===== src/rtl/ex_mem_pipe.sv =====
// EX/MEM pipeline register with the architectural NZVC flag register and B.cond evaluation.
// Optional macro FLAG_BYPASS_EN: forward the flags of an in-flight flag-setter into cond_pass.
module ex_mem_pipe #(
  parameter int DATA_W  = 64,
  parameter int INSTR_W = 32,
  parameter int REG_W   = 5
) (
  input  logic               clk,
  input  logic               reset,
  input  logic               ex_valid,
  input  logic [INSTR_W-1:0] ex_opcode,
  input  logic [DATA_W-1:0]  ex_result,
  input  logic [DATA_W-1:0]  ex_store_data,
  input  logic [REG_W-1:0]   ex_dest_reg,
  input  logic               ex_regwrite,
  input  logic               ex_memread,
  input  logic               ex_memwrite,
  input  logic               ex_memtoreg,
  input  logic               ex_setflags,
  input  logic               negative,
  input  logic               zero,
  input  logic               overflow,
  input  logic               carryout,
  input  logic               mem_ready,
  input  logic               flush,
  input  logic [3:0]         cond_code,
  output logic               ex_stall,
  output logic               mem_valid,
  output logic [INSTR_W-1:0] mem_opcode,
  output logic [DATA_W-1:0]  mem_alu_result,
  output logic [DATA_W-1:0]  mem_store_data,
  output logic [REG_W-1:0]   mem_dest_reg,
  output logic               mem_regwrite,
  output logic               mem_memread,
  output logic               mem_memwrite,
  output logic               mem_memtoreg,
  output logic               flag_n,
  output logic               flag_z,
  output logic               flag_v,
  output logic               flag_c,
  output logic               cond_pass,
  output logic               flag_hazard
);

  function automatic logic eval_cond(input logic [3:0] cc, input logic n, input logic z,
                                     input logic v, input logic c);
    logic r;
    case (cc)
      4'h0:    r = z;
      4'h1:    r = ~z;
      4'h2:    r = c;
      4'h3:    r = ~c;
      4'h4:    r = n;
      4'h5:    r = ~n;
      4'h6:    r = v;
      4'h7:    r = ~v;
      4'h8:    r = c & ~z;
      4'h9:    r = ~(c & ~z);
      4'hA:    r = (n == v);
      4'hB:    r = (n != v);
      4'hC:    r = ~z & (n == v);
      4'hD:    r = ~(~z & (n == v));
      default: r = 1'b1;
    endcase
    return r;
  endfunction

  logic               valid_q, valid_d;
  logic [INSTR_W-1:0] opcode_q, opcode_d;
  logic [DATA_W-1:0]  result_q, result_d;
  logic [DATA_W-1:0]  store_q, store_d;
  logic [REG_W-1:0]   dest_q, dest_d;
  logic               regwrite_q, regwrite_d;
  logic               memread_q, memread_d;
  logic               memwrite_q, memwrite_d;
  logic               memtoreg_q, memtoreg_d;
  logic [3:0]         nzvc_q, nzvc_d;
  logic               capture_s;
  logic               accept_s;
  logic               setflags_s;

  assign ex_stall   = valid_q & ~mem_ready;
  assign capture_s  = ~ex_stall;
  assign accept_s   = ex_valid & ~flush;
  assign setflags_s = accept_s & ex_setflags;

  // Next-state for the single pipeline entry and the flag register.
  always_comb begin
    valid_d    = valid_q;
    opcode_d   = opcode_q;
    result_d   = result_q;
    store_d    = store_q;
    dest_d     = dest_q;
    regwrite_d = regwrite_q;
    memread_d  = memread_q;
    memwrite_d = memwrite_q;
    memtoreg_d = memtoreg_q;
    nzvc_d     = nzvc_q;
    if (capture_s) begin
      valid_d    = accept_s;
      opcode_d   = ex_opcode;
      result_d   = ex_result;
      store_d    = ex_store_data;
      dest_d     = ex_dest_reg;
      regwrite_d = ex_regwrite & accept_s;
      memread_d  = ex_memread & accept_s;
      memwrite_d = ex_memwrite & accept_s;
      memtoreg_d = ex_memtoreg & accept_s;
      if (setflags_s) begin
        nzvc_d = {negative, zero, overflow, carryout};
      end else begin
        nzvc_d = nzvc_q;
      end
    end else begin
      valid_d = valid_q;
    end
  end

  // Entry and flag registers; reset empties the pipeline and clears the flags.
  always_ff @(posedge clk or negedge reset) begin
    if (!reset) begin
      valid_q    <= 1'b0;
      opcode_q   <= '0;
      result_q   <= '0;
      store_q    <= '0;
      dest_q     <= '0;
      regwrite_q <= 1'b0;
      memread_q  <= 1'b0;
      memwrite_q <= 1'b0;
      memtoreg_q <= 1'b0;
      nzvc_q     <= 4'b0000;
    end else begin
      valid_q    <= valid_d;
      opcode_q   <= opcode_d;
      result_q   <= result_d;
      store_q    <= store_d;
      dest_q     <= dest_d;
      regwrite_q <= regwrite_d;
      memread_q  <= memread_d;
      memwrite_q <= memwrite_d;
      memtoreg_q <= memtoreg_d;
      nzvc_q     <= nzvc_d;
    end
  end

  assign mem_valid      = valid_q;
  assign mem_opcode     = opcode_q;
  assign mem_alu_result = result_q;
  assign mem_store_data = store_q;
  assign mem_dest_reg   = dest_q;
  assign mem_regwrite   = regwrite_q;
  assign mem_memread    = memread_q;
  assign mem_memwrite   = memwrite_q;
  assign mem_memtoreg   = memtoreg_q;
  assign flag_n         = nzvc_q[3];
  assign flag_z         = nzvc_q[2];
  assign flag_v         = nzvc_q[1];
  assign flag_c         = nzvc_q[0];

`ifdef FLAG_BYPASS_EN
  logic [3:0] cond_flags_s;

  // Forward the in-flight flag-setter's flags so B.cond need not wait for the register.
  always_comb begin
    cond_flags_s = nzvc_q;
    if (setflags_s) begin
      cond_flags_s = {negative, zero, overflow, carryout};
    end else begin
      cond_flags_s = nzvc_q;
    end
  end

  assign cond_pass   = eval_cond(cond_code, cond_flags_s[3], cond_flags_s[2],
                                 cond_flags_s[1], cond_flags_s[0]);
  assign flag_hazard = 1'b0;
`else
  assign cond_pass   = eval_cond(cond_code, nzvc_q[3], nzvc_q[2], nzvc_q[1], nzvc_q[0]);
  assign flag_hazard = setflags_s;
`endif

endmodule


===== config.mk =====
export PLATFORM = sky130hd
export DESIGN_NAME = ex_mem_pipe
export DESIGN_NICKNAME = d
export VERILOG_FILES = /design/src/rtl/ex_mem_pipe.sv
export SDC_FILE = /design/constraint.sdc
export NUM_CORES = 1
export LEC_CHECK = 0
export ABC_CLOCK_PERIOD_IN_PS = 1900
export BUFFER_PORTS_ARGS = -buffer_cell sky130_fd_sc_hd__buf_2
export CORE_AREA = 2 2 140 142
export DETAILED_ROUTE_END_ITERATION = 8
export DIE_AREA = 0 0 142 144
export GPL_TIMING_DRIVEN = 0
export PLACE_DENSITY = 0.65
export SETUP_SLACK_MARGIN = 0.3
export SYNTH_ARGS = -nofsm -noshare
export SYNTH_HDL_FRONTEND = slang
export SYNTH_SLANG_ARGS = --single-unit

===== constraint.sdc =====
create_clock -name clk -period 1.9 [get_ports clk]
set_input_delay 0.19 -clock clk [delete_from_list [all_inputs] [get_ports clk]]
set_output_delay 0.19 -clock clk [all_outputs]
set_load 0.01 [all_outputs]

==> flow_metrics.env, run 1 <==
export IMPL_synth_distinct_cells=22
export IMPL_setup_viol=1
export IMPL_drcViolationCount=0
export IMPL_synth_seq_cells=174
export IMPL_dp_hpwl_um=12400
export IMPL_ioPinCount=360
export IMPL_wl_per_cell_um=16.1
export IMPL_startpoint_type="register"
export IMPL_start_util_pct=34.5
export IMPL_port_buffers=359
export IMPL_p_leak_uw=0.00527
export IMPL_p_total_uw=9470
export IMPL_viasPerCell=4.46
export IMPL_grt_pass1_vias=5528
export IMPL_hold_class="in -> reg"
export IMPL_netlist_instances=391
export IMPL_power_density_nw_per_um2=856
export IMPL_grt_max_degree=100
export IMPL_clock_sinks=174
export IMPL_ctsLongestPathBuffers=2
export IMPL_die_y_um=144
export IMPL_antenna_found_initial=0
export IMPL_clock_fmax_ghz=0.491
export IMPL_final_cells=1189
export IMPL_slew_violations=0
export IMPL_status="complete, but fails checks"
export IMPL_max_slew_margin_rel_pct=50.0
export IMPL_die_x_um=142
export IMPL_syn_num_nets=574
export IMPL_drv_cap=0
export IMPL_finalCriticalPeriod_ps=2030
export IMPL_yosysSeqAreaShare_pct=66.1
export IMPL_cts_htree_levels=4
export IMPL_rsz0062_at_grt="true"
export IMPL_dp_cells=989
export IMPL_final_hold_violation_count=0
export IMPL_syn_to_final_growth_pct=67.9
export IMPL_place_area_um2=8720
export IMPL_drt_wl_total_um=19200
export IMPL_insertedDiodeCount=0
export IMPL_worstMarginPinSlew_ps=750
export IMPL_setup_ws_ps=-135
export IMPL_core_um2=19100
export IMPL_final_area_um2=11100
export IMPL_crit_path_start="nzvc_q[3]$_DFFE_PN0P_"
export IMPL_drt_pre_antenna_iters=4
export IMPL_fp_row_count=51
export IMPL_cp_max_fo=2
export IMPL_worstPathArrival_ps=1840
export IMPL_crit_type="reg -> out"
export IMPL_dieArea_um2=20400
export IMPL_clk_pin_slew_ps=70
export IMPL_min_delay_path_depth=2
export IMPL_drive_gt1_share_pct=61.1
export IMPL_drt_iter0_markers=141
export IMPL_violations="setup timing"
export IMPL_pre_cts_ws_ps=221
export IMPL_gp_congestion=0.746
export IMPL_synth_simple_gate_area_share_pct=1.20
export IMPL_cts_root_buf="clkbuf_16"
export IMPL_yosys_area_share_adder_pct=0
export IMPL_cp_required_ps=1710
export IMPL_synth_xor_area_share_pct=0.532
export IMPL_skew_ps=7.74
export IMPL_synth_top_family_by_area="multiplexers"
export IMPL_r2r_start="mem_valid$_DFFE_PN0N_"
export IMPL_cts_tree="yes"
export IMPL_vias=5298
export IMPL_syn_cell_area_um2=6580
export IMPL_numCtsBuffers=17
export IMPL_syn_avg_cell_area_um2=16.8
export IMPL_clock_latency_ps=410
export IMPL_final_nets=1122
export IMPL_synth_compound_area_share_pct=1.20
export IMPL_final_period_utilization_pct=107
export IMPL_ant_nets=0
export IMPL_grt_usage_pct=18.1
export IMPL_grt_ovfl_total=0
export IMPL_r2r_slack_ps=390
export IMPL_r2r_cells=5
export IMPL_vdd_drop_max_mv=0.568
export IMPL_timing_rr_end="mem_alu_result[1]$_DFFE_PN0N_"
export IMPL_ys_warn_count=0
export IMPL_crit_end="cond_pass"
export IMPL_synth_mux_area_share_pct=29.1
export IMPL_setup_tns_ps=-135
export IMPL_grt_pass1_wl_um=28700
export IMPL_cp_end_kind="output pin"
-- final cells by class --
cell class,count,area (um^2)
Clock buffer,18,429
Timing Repair Buffer,529,3520
Buffer,19,170
Multi-Input combinational cell,195,2120
Tap cell,238,298
Inverter,3,11.3
Sequential cell,174,4360
Clock inverter,13,154
Fill cell,1526,8020
-- per-stage QoR --
stage	utilization (%)	hold WS, ps
final	57.9	25.1
after global routing	57.9	8.59
after CTS	57.7	7.18
after detailed placement	45.7	272
after global placement	45.5	409
after floorplan	-	-106
-- critical path, stage by stage (launching register included) --
cell       delay (ps)
dfrtp_1           390
xor2_1            170
or4b_1            490
o2111ai_2         100
o311ai_1          120
buf_2             160
-- worst min path at each step --
stage	start	to	slack, ps
6_report	ex_opcode[8]	mem_opcode[8]$_DFFE_PN0N_	30
5_1_grt	ex_opcode[8]	mem_opcode[8]$_DFFE_PN0N_	9
4_1_cts	ex_opcode[8]	mem_opcode[8]$_DFFE_PN0N_	7
3_5_place_dp	reset	mem_store_data[38]$_DFFE_PN0N_	270
3_3_place_gp	overflow	nzvc_q[1]$_DFFE_PN0P_	410
2_1_floorplan	reset	mem_alu_result[0]$_DFFE_PN0N_	-110
-- where the power goes --
| part | switching (uW) | internal [uW] |
|---|---|---|
| Clock | 1520 | 1960 |
| Sequential | 177 | 4050 |
| Combinational | 767 | 995 |
-- placed cells by master (no fill, tap or decap), types with 2 or more instances in the layout --
master and n:
dlygate4sd3_1 166, xor2_1 2, xnor2_1 2, mux2_1 4
nor3b_1 2, clkinv_4 2, inv_1 3, clkbuf_4 2
nand2b_1 2, a22o_1 4, dfrtp_1 173, clkbuf_16 17
clkinvlp_4 3, bufinv_16 2, buf_2 362, mux2_2 165
nor2_1 3, o21ai_0 2, inv_6 3, buf_6 10
inv_8 2, buf_4 6
-- per-layer routing --
| layer | up-vias | GRT usage, % | routed length, um |
|---|---|---|---|
| met2 | 232 | 31.9 | 9930 |
| met4 | 0 | 7.47 | 447 |
| met1 | 2560 | 20.4 | 7430 |
| met3 | 28 | 5.40 | 1390 |
| met5 | - | 0 | 0 |
| li1 | 2478 | - | - |
-- repair_timing --
action	4_1_cts	5_1_grt
hold endpoints to repair	263	0
setup buffers	3	0
hold buffers	166	0
cloned	0	0
setup endpoints to repair	94	111
pin swaps	2	2
gates resized for setup	8	15
-- Yosys cell counts --
library cell  number  area (um^2)
dfrtp_1          174         4350
mux2_2           165         1860
buf_2             12         60.1
buf_4              7         52.6
a22o_1             4         35.0
mux2_1             4         45.0
inv_1              3         11.3
nor2_1             3         11.3
nand2b_1           2         12.5
nor3b_1            2         15.0
o21ai_0            2         10.0
xnor2_1            2         17.5
xor2_1             2         17.5
a31oi_1            1         6.26
mux2i_1            1         10.0
nand3b_1           1         7.51
nor2b_1            1         6.26
nor3_4             1         16.3
o2111ai_1          1         8.76
o311ai_1           1         8.76
o32a_1             1         10.0
or4b_1             1         10.0
-- cell families after synthesis --
logic type,after synthesis
multiplexers,170
XOR/XNOR,4
AND/OR/NAND/NOR,11
flip-flops,174
buffers and inverters,22
AO/OA/AOI/OAI,10
Note: power is estimated with default switching activity, not from simulation.
==> inputs of run 2 (changes only) <==
ABC_AREA = 1   (was not set)
CORE_AREA = 2 2 138 140   (was 2 2 140 142)
DIE_AREA = 0 0 140 142   (was 0 0 142 144)
GPL_TIMING_DRIVEN = not set   (was 0)
PLACE_DENSITY = 0.68   (was 0.65)
==> run 2 against run 1 <==
Against the previous run:
- total power decreased by 0.37%
- non-clock buffer count decreased by 9
- sequential power increased by 0.9%
- synthesized area increased by 3.6%
- largest power group unchanged
- critical path depth rose by 4
- wire length grew 15%
- critical endpoint unchanged
- clock-buffer cell count increased by 2
- via count increased by 31%
- the run ends with DRC left
- sequential share of layout area decreased by 0.17 points
==> flow_metrics.env, run 2 <==
export IMPL_cts_htree_levels=4
export IMPL_drcViolationCount=25
export IMPL_synth_distinct_cells=11
export IMPL_viasPerCell=4.44
export IMPL_final_area_um2=11100
export IMPL_yosysTopAreaCellShare_pct=63.9
export IMPL_ys_warn_count=0
export IMPL_post_synth_top_count_cell="nand2_1"
export IMPL_drive_gt1_share_pct=31.3
export IMPL_cp_end_kind="output pin"
export IMPL_clock_latency_ps=420
export IMPL_ant_nets=0
export IMPL_cpPeakStageDelay_ps=420
export IMPL_syn_num_nets=978
export IMPL_r2r_slack_ps=460
export IMPL_dieArea_um2=19900
export IMPL_finalCriticalPeriod_ps=1680
export IMPL_rsz0062_at_grt="true"
export IMPL_crit_top_cell="nand2_2"
export IMPL_comb_power_share_pct=19.7
export IMPL_grt_usage_pct=22.0
export IMPL_r2r_start="mem_valid$_DFFE_PN0N_"
export IMPL_grt_pass1_vias=6961
export IMPL_grt_max_degree=97
export IMPL_clkPwrFrac_pct=35.1
export IMPL_drt_wl_total_um=22100
export IMPL_syn_cell_area_um2=6820
export IMPL_setup_tns_ps=0
export IMPL_drt_pre_antenna_iters=8
export IMPL_crit_type="reg -> out"
export IMPL_ctsLongestPathBuffers=2
export IMPL_hold_class="in -> reg"
export IMPL_final_period_utilization_pct=88.4
export IMPL_cts_tree="yes"
export IMPL_synth_common_cells="nand2_1 (534), dfrtp_1 (174), buf_2 (19)"
export IMPL_gp_congestion=0.835
export IMPL_worstMarginPinSlew_ps=437
export IMPL_netlist_instances=795
export IMPL_status="complete, but fails checks"
export IMPL_cp_max_fo=4
export IMPL_swShare_pct=29.0
export IMPL_core_um2=18500
export IMPL_antenna_found_initial=1
export IMPL_drv_cap=0
export IMPL_layout_common_cells="nand2_1 (529), buf_2 (357), dfrtp_1 (174)"
export IMPL_final_common_cell="nand2_1"
export IMPL_power_switching_uw=2730
export IMPL_slowest_stage="dfrtp_1"
export IMPL_wl_per_cell_um=14.2
export IMPL_syn_avg_cell_area_um2=8.58
export IMPL_cp_cell_sequence="inv_2 > nand2_2 > nand2_4 > nand2_2 > nand2_2 > nand2_2 > inv_2 > nand3_2 > buf_6"
export IMPL_clock_sinks=174
export IMPL_vias=6942
export IMPL_pwr_share_seq_pct=45.2
export IMPL_drt_iter0_markers=358
export IMPL_p_leak_uw=0.00625
export IMPL_cell_internal_pwr_uw=6700
export IMPL_die_y_um=142
export IMPL_skew_ps=9.98
export IMPL_violations="DRC"
export IMPL_yosysSeqAreaShare_pct=63.9
export IMPL_final_hold_violation_count=0
export IMPL_cts_root_buf="clkbuf_16"
export IMPL_ioPinCount=360
export IMPL_startpoint_type="register"
export IMPL_crit_path_start="nzvc_q[1]$_DFFE_PN0P_"
export IMPL_yosys_area_top_type="dfrtp_1"
export IMPL_worstPathArrival_ps=1490
export IMPL_die_x_um=140
export IMPL_synth_seq_cells=174
export IMPL_start_util_pct=36.9
export IMPL_synth_area_leaders="dfrtp_1 (64%), nand2_1 (29%), buf_6 (1.8%)"
export IMPL_grt_ovfl_total=0
export IMPL_grt_pass1_wl_um=34700
export IMPL_synth_edf_count=0
export IMPL_cp_required_ps=1710
export IMPL_synth_ff_type="dfrtp_1"
export IMPL_dp_hpwl_um=13800
export IMPL_power_density_nw_per_um2=850
export IMPL_max_slew_margin_rel_pct=70.9
export IMPL_slew_violations=0
export IMPL_setup_viol=0
export IMPL_async_reset_ff_share_pct=100
export IMPL_place_area_um2=8790
export IMPL_vdd_drop_max_mv=0.569
export IMPL_hold_start="ex_store_data[35]"
export IMPL_numCtsBuffers=17
export IMPL_clk_pin_slew_ps=60
export IMPL_clock_fmax_ghz=0.596
export IMPL_final_nets=1499
export IMPL_fp_row_count=50
export IMPL_syn_to_final_growth_pct=62.8
export IMPL_port_buffers=359
==> run 2: changes by cell type after synthesis, sizes merged, moves of 10 or more <==
cell / previous run / this run
mux2: 169 / 0
nand2: 0 / 534
inv: 3 / 13
buf: 19 / 30
nor2: 3 / 17
nand3: 0 / 14
==> run 2: final cells by class <==
cell class	instances	area [um^2]
inverters	14	57.6
clock inverters	12	103
repair buffers	539	3640
diodes	1	2.50
well taps	234	293
clock buffers	20	457
flip-flops and latches	174	4350
multi-input cells	570	2190
fillers	1532	7360
==> run 2: cells by family after synthesis <==
kind of cell	count (synthesis)	synth area share, %
compound gates	4	0.294
buf+inv	51	4.39
flops	174	63.9
simple gates	566	31.5
==> run 2: path summary, 6_finish.rpt <==
path	depth (start not counted)	to
worst min-delay path	3	mem_store_data[35]$_DFFE_PN0N_
max in group asynchronous	3	mem_opcode[4]$_DFFE_PN0N_
min in group asynchronous	2	mem_alu_result[43]$_DFFE_PN0N_
worst max-delay path	9	cond_pass
worst max register to register	6	nzvc_q[1]$_DFFE_PN0P_
worst min register to register	2	mem_alu_result[7]$_DFFE_PN0N_
==> run 2: what timing repair did <==
item	CTS	global route
resized for setup	4	11
hold endpoints to repair	199	1
hold buffers	166	1
pin swaps	3	6
setup buffers	3	2
endpoints found under the setup margin	1	2
==> run 2: layer usage <==
metal  vias to the layer above  global-route usage (%)  wire (um)
met3                        50                    5.99       1770
met1                      3142                    26.3       8780
met5                         -                       0          0
met4                         0                    8.93        670
li1                       3434                       -          -
met2                       316                    37.9      10900
==> run 2: power by group through the flow <==
| stage | clock (uW) | combinational (uW) | sequential (uW) |
|---|---|---|---|
| after floorplan | 0 | 533 | 4500 |
| after global placement | 0 | 1490 | 4310 |
| after detailed placement | 0 | 1520 | 4320 |
| after CTS | 3430 | 1810 | 4260 |
| after global routing | 3570 | 2040 | 4310 |
| final | 3310 | 1860 | 4270 |
==> run 2: worst max-delay path, delay by kind of cell, from the launching register on <==
| family | cells | cell delay (ps) |
|---|---|---|
| buffers and inverters | 3 | 280 |
| and+or+nand+nor | 6 | 360 |
| DFF | 1 | 420 |
==> run 2: metrics by stage <==
step | hold slack, ps | setup slack, ps | total power, uW | utilization (%) | instances
floorplan | -106 | 612 | 5030 | - | 795
global placement | 121 | 471 | 5800 | 47.7 | 1359
detailed placement | 115 | 472 | 5840 | 47.7 | 1359
CTS | 3.45 | 192 | 9490 | 59.8 | 1560
global route | 12.5 | 101 | 9920 | 60.1 | 1564
finish | 20.1 | 221 | 9430 | 60.1 | 1564
==> inputs of run 3 (changes only) <==
ABC_CLOCK_PERIOD_IN_PS = 1500   (was 1900)
CORE_AREA = 3 3 137 139   (was 2 2 138 140)
PLACE_DENSITY = 0.72   (was 0.68)
clock period = 1.5 ns   (was 1.9 ns; I/O delays follow)
==> run 3 against run 2 <==
Against the previous run:
- largest power group unchanged
- via count increased by 29%
- first-iteration DRC count up 72%
- critical endpoint unchanged
- the flow finishes with violations (setup timing)
- sequential power grew 31%
- clock-buffer cell count shrank 1
- utilization is 24 points higher
- largest cell class is now buffers
- critical path type unchanged
- wire length rose by 77%
==> flow_metrics.env, run 3 (same netlist as run 2, synthesis figures left out) <==
export IMPL_status="complete, but fails checks"
export IMPL_violations="setup timing"
export IMPL_ctsLongestPathBuffers=2
export IMPL_vdd_drop_max_mv=0.791
export IMPL_core_um2=17800
export IMPL_place_area_um2=8930
export IMPL_dieArea_um2=19900
export IMPL_cp_required_ps=1350
export IMPL_dr_wl_met2_um=19900
export IMPL_max_slew_margin_rel_pct=78.1
export IMPL_start_util_pct=38.3
export IMPL_cp_end_kind="output pin"
export IMPL_grt_max_degree=53
export IMPL_port_buffers=359
export IMPL_worstMarginPinSlew_ps=328
export IMPL_clock_fmax_ghz=0.564
export IMPL_clock_sinks=174
export IMPL_crit_type="reg -> out"
export IMPL_antenna_found_initial=1
export IMPL_skew_ps=9.96
export IMPL_setup_ws_ps=-272
export IMPL_ioPinCount=360
export IMPL_syn_to_final_growth_pct=119
export IMPL_final_period_utilization_pct=118
export IMPL_finalCriticalPeriod_ps=1770
export IMPL_gp_congestion=0.871
export IMPL_fill_cells=740
export IMPL_drt_wl_total_um=39200
export IMPL_grt_ovfl_total=0
export IMPL_setup_viol=138
export IMPL_setup_tns_ps=-5880
export IMPL_cp_max_fo=5
export IMPL_cts_tree="yes"
export IMPL_wl_met1_um=12500
export IMPL_grt_pass1_wl_um=50000
export IMPL_r2r_start="mem_valid$_DFFE_PN0N_"
export IMPL_drt_iter0_markers=616
export IMPL_die_y_um=142
export IMPL_cts_root_buf="clkbuf_16"
export IMPL_top_layer="met4"
export IMPL_dp_hpwl_um=14400
export IMPL_fp_row_count=49
export IMPL_vias=8964
export IMPL_p_leak_uw=0.00795
export IMPL_ant_nets=0
export IMPL_drv_cap=0
export IMPL_grt_pass1_vias=9178
export IMPL_drt_pre_antenna_iters=5
export IMPL_viasPerCell=5.40
export IMPL_drive_gt1_share_pct=61.8
export IMPL_drcViolationCount=0
export IMPL_clk_pin_slew_ps=70
export IMPL_clock_latency_ps=430
export IMPL_numCtsBuffers=17
export IMPL_die_x_um=140
export IMPL_final_area_um2=14900
export IMPL_final_common_cell="buf_2"
export IMPL_cts_htree_levels=4
export IMPL_final_nets=1601
export IMPL_final_hold_violation_count=0
export IMPL_startpoint_type="register"
export IMPL_layout_common_cells="buf_2 (353), nand2_2 (224), dlygate4sd3_1 (174)"
export IMPL_rsz0062_at_grt="true"
export IMPL_met3_length_um=3560
export IMPL_hold_start="flush"
export IMPL_worstPathArrival_ps=1620
export IMPL_hold_class="in -> reg"
export IMPL_grt_usage_pct=32.4
export IMPL_wl_per_cell_um=23.6
export IMPL_crit_path_start="nzvc_q[1]$_DFFE_PN0P_"
export IMPL_power_density_nw_per_um2=949
export IMPL_slew_violations=0
## run 3: cell count changes in the layout (fill, tap and decap cells not counted), sizes merged
| cell | change |
|---|---|
| clkbuf | +1 |
| buf | +93 |
| dlygate4sd3 | +7 |
| clkinv | +1 |
| inv | -1 |
| bufinv | +1 |
## run 3: power by group
| part | total, uW | internal [uW] | switching (uW) |
|---|---|---|---|
| logic | 4140 | 2040 | 2100 |
| registers | 5590 | 5150 | 439 |
| clock network | 4430 | 2370 | 2060 |
## run 3: area by class of cell
type | count | area, um^2 | share of cell area, %
repair buffers | 641 | 5780 | 38.8
flip-flops and latches | 174 | 4360 | 29.2
well taps | 229 | 287 | 1.92
clock inverters | 13 | 129 | 0.864
multi-input cells | 570 | 3850 | 25.8
diodes | 1 | 2.50 | 0.0168
clock buffers | 19 | 443 | 2.97
inverters | 14 | 67.6 | 0.453
## run 3: metal layers
| metal | vias up | GRT usage, % |
|---|---|---|
| li1 | 3655 | - |
| met1 | 4264 | 35.0 |
| met2 | 785 | 57.8 |
| met3 | 260 | 6.79 |
| met4 | 0 | 20.9 |
| met5 | - | 0 |
## run 3: timing repair
action / in CTS / in global routing
pin swaps: 83 / 82
hold buffers: 174 / 0
buffers inserted: 43 / 6
gates resized for setup: 314 / 320
endpoints found under the setup margin: 155 / 180
gates cloned: 39 / 2
endpoints found under the hold margin: 347 / 0
## run 3: final timing paths
path | to | slack, ps | cells past startpoint
setup / recovery | cond_pass | -270 | 7
hold / removal | mem_valid$_DFFE_PN0N_ | 50 | 4
setup reg to reg | mem_alu_result[19]$_DFFE_PN0N_ | -90 | 9
hold reg to reg | mem_alu_result[37]$_DFFE_PN0N_ | 470 | 2
max in group asynchronous | mem_memwrite$_DFFE_PN0N_ | 690 | 3
min in group asynchronous | mem_alu_result[5]$_DFFE_PN0N_ | 210 | 2
## run 3: worst max-delay path, cell delays in order (launching register included)
cell,delay (ps)
dfrtp_2,460
inv_4,90
nand2_1,70
nand3_1,150
nand2_1,100
nor2_2,110
nand3_2,80
buf_6,140
## run 3: stage by stage
step           power [uW]  util, %  setup WS [ps]  hold slack (ps)  std cells
4_1_cts             13200     76.6           -177             23.9       1652
5_1_grt             14600     83.9           -319             56.1       1661
6_report            14200     83.9           -272             51.8       1661
3_5_place_dp         7440     50.2            206             59.8       1364
2_1_floorplan        6410        -            271             -146        795
3_3_place_gp         7420     50.2            230             63.9       1364
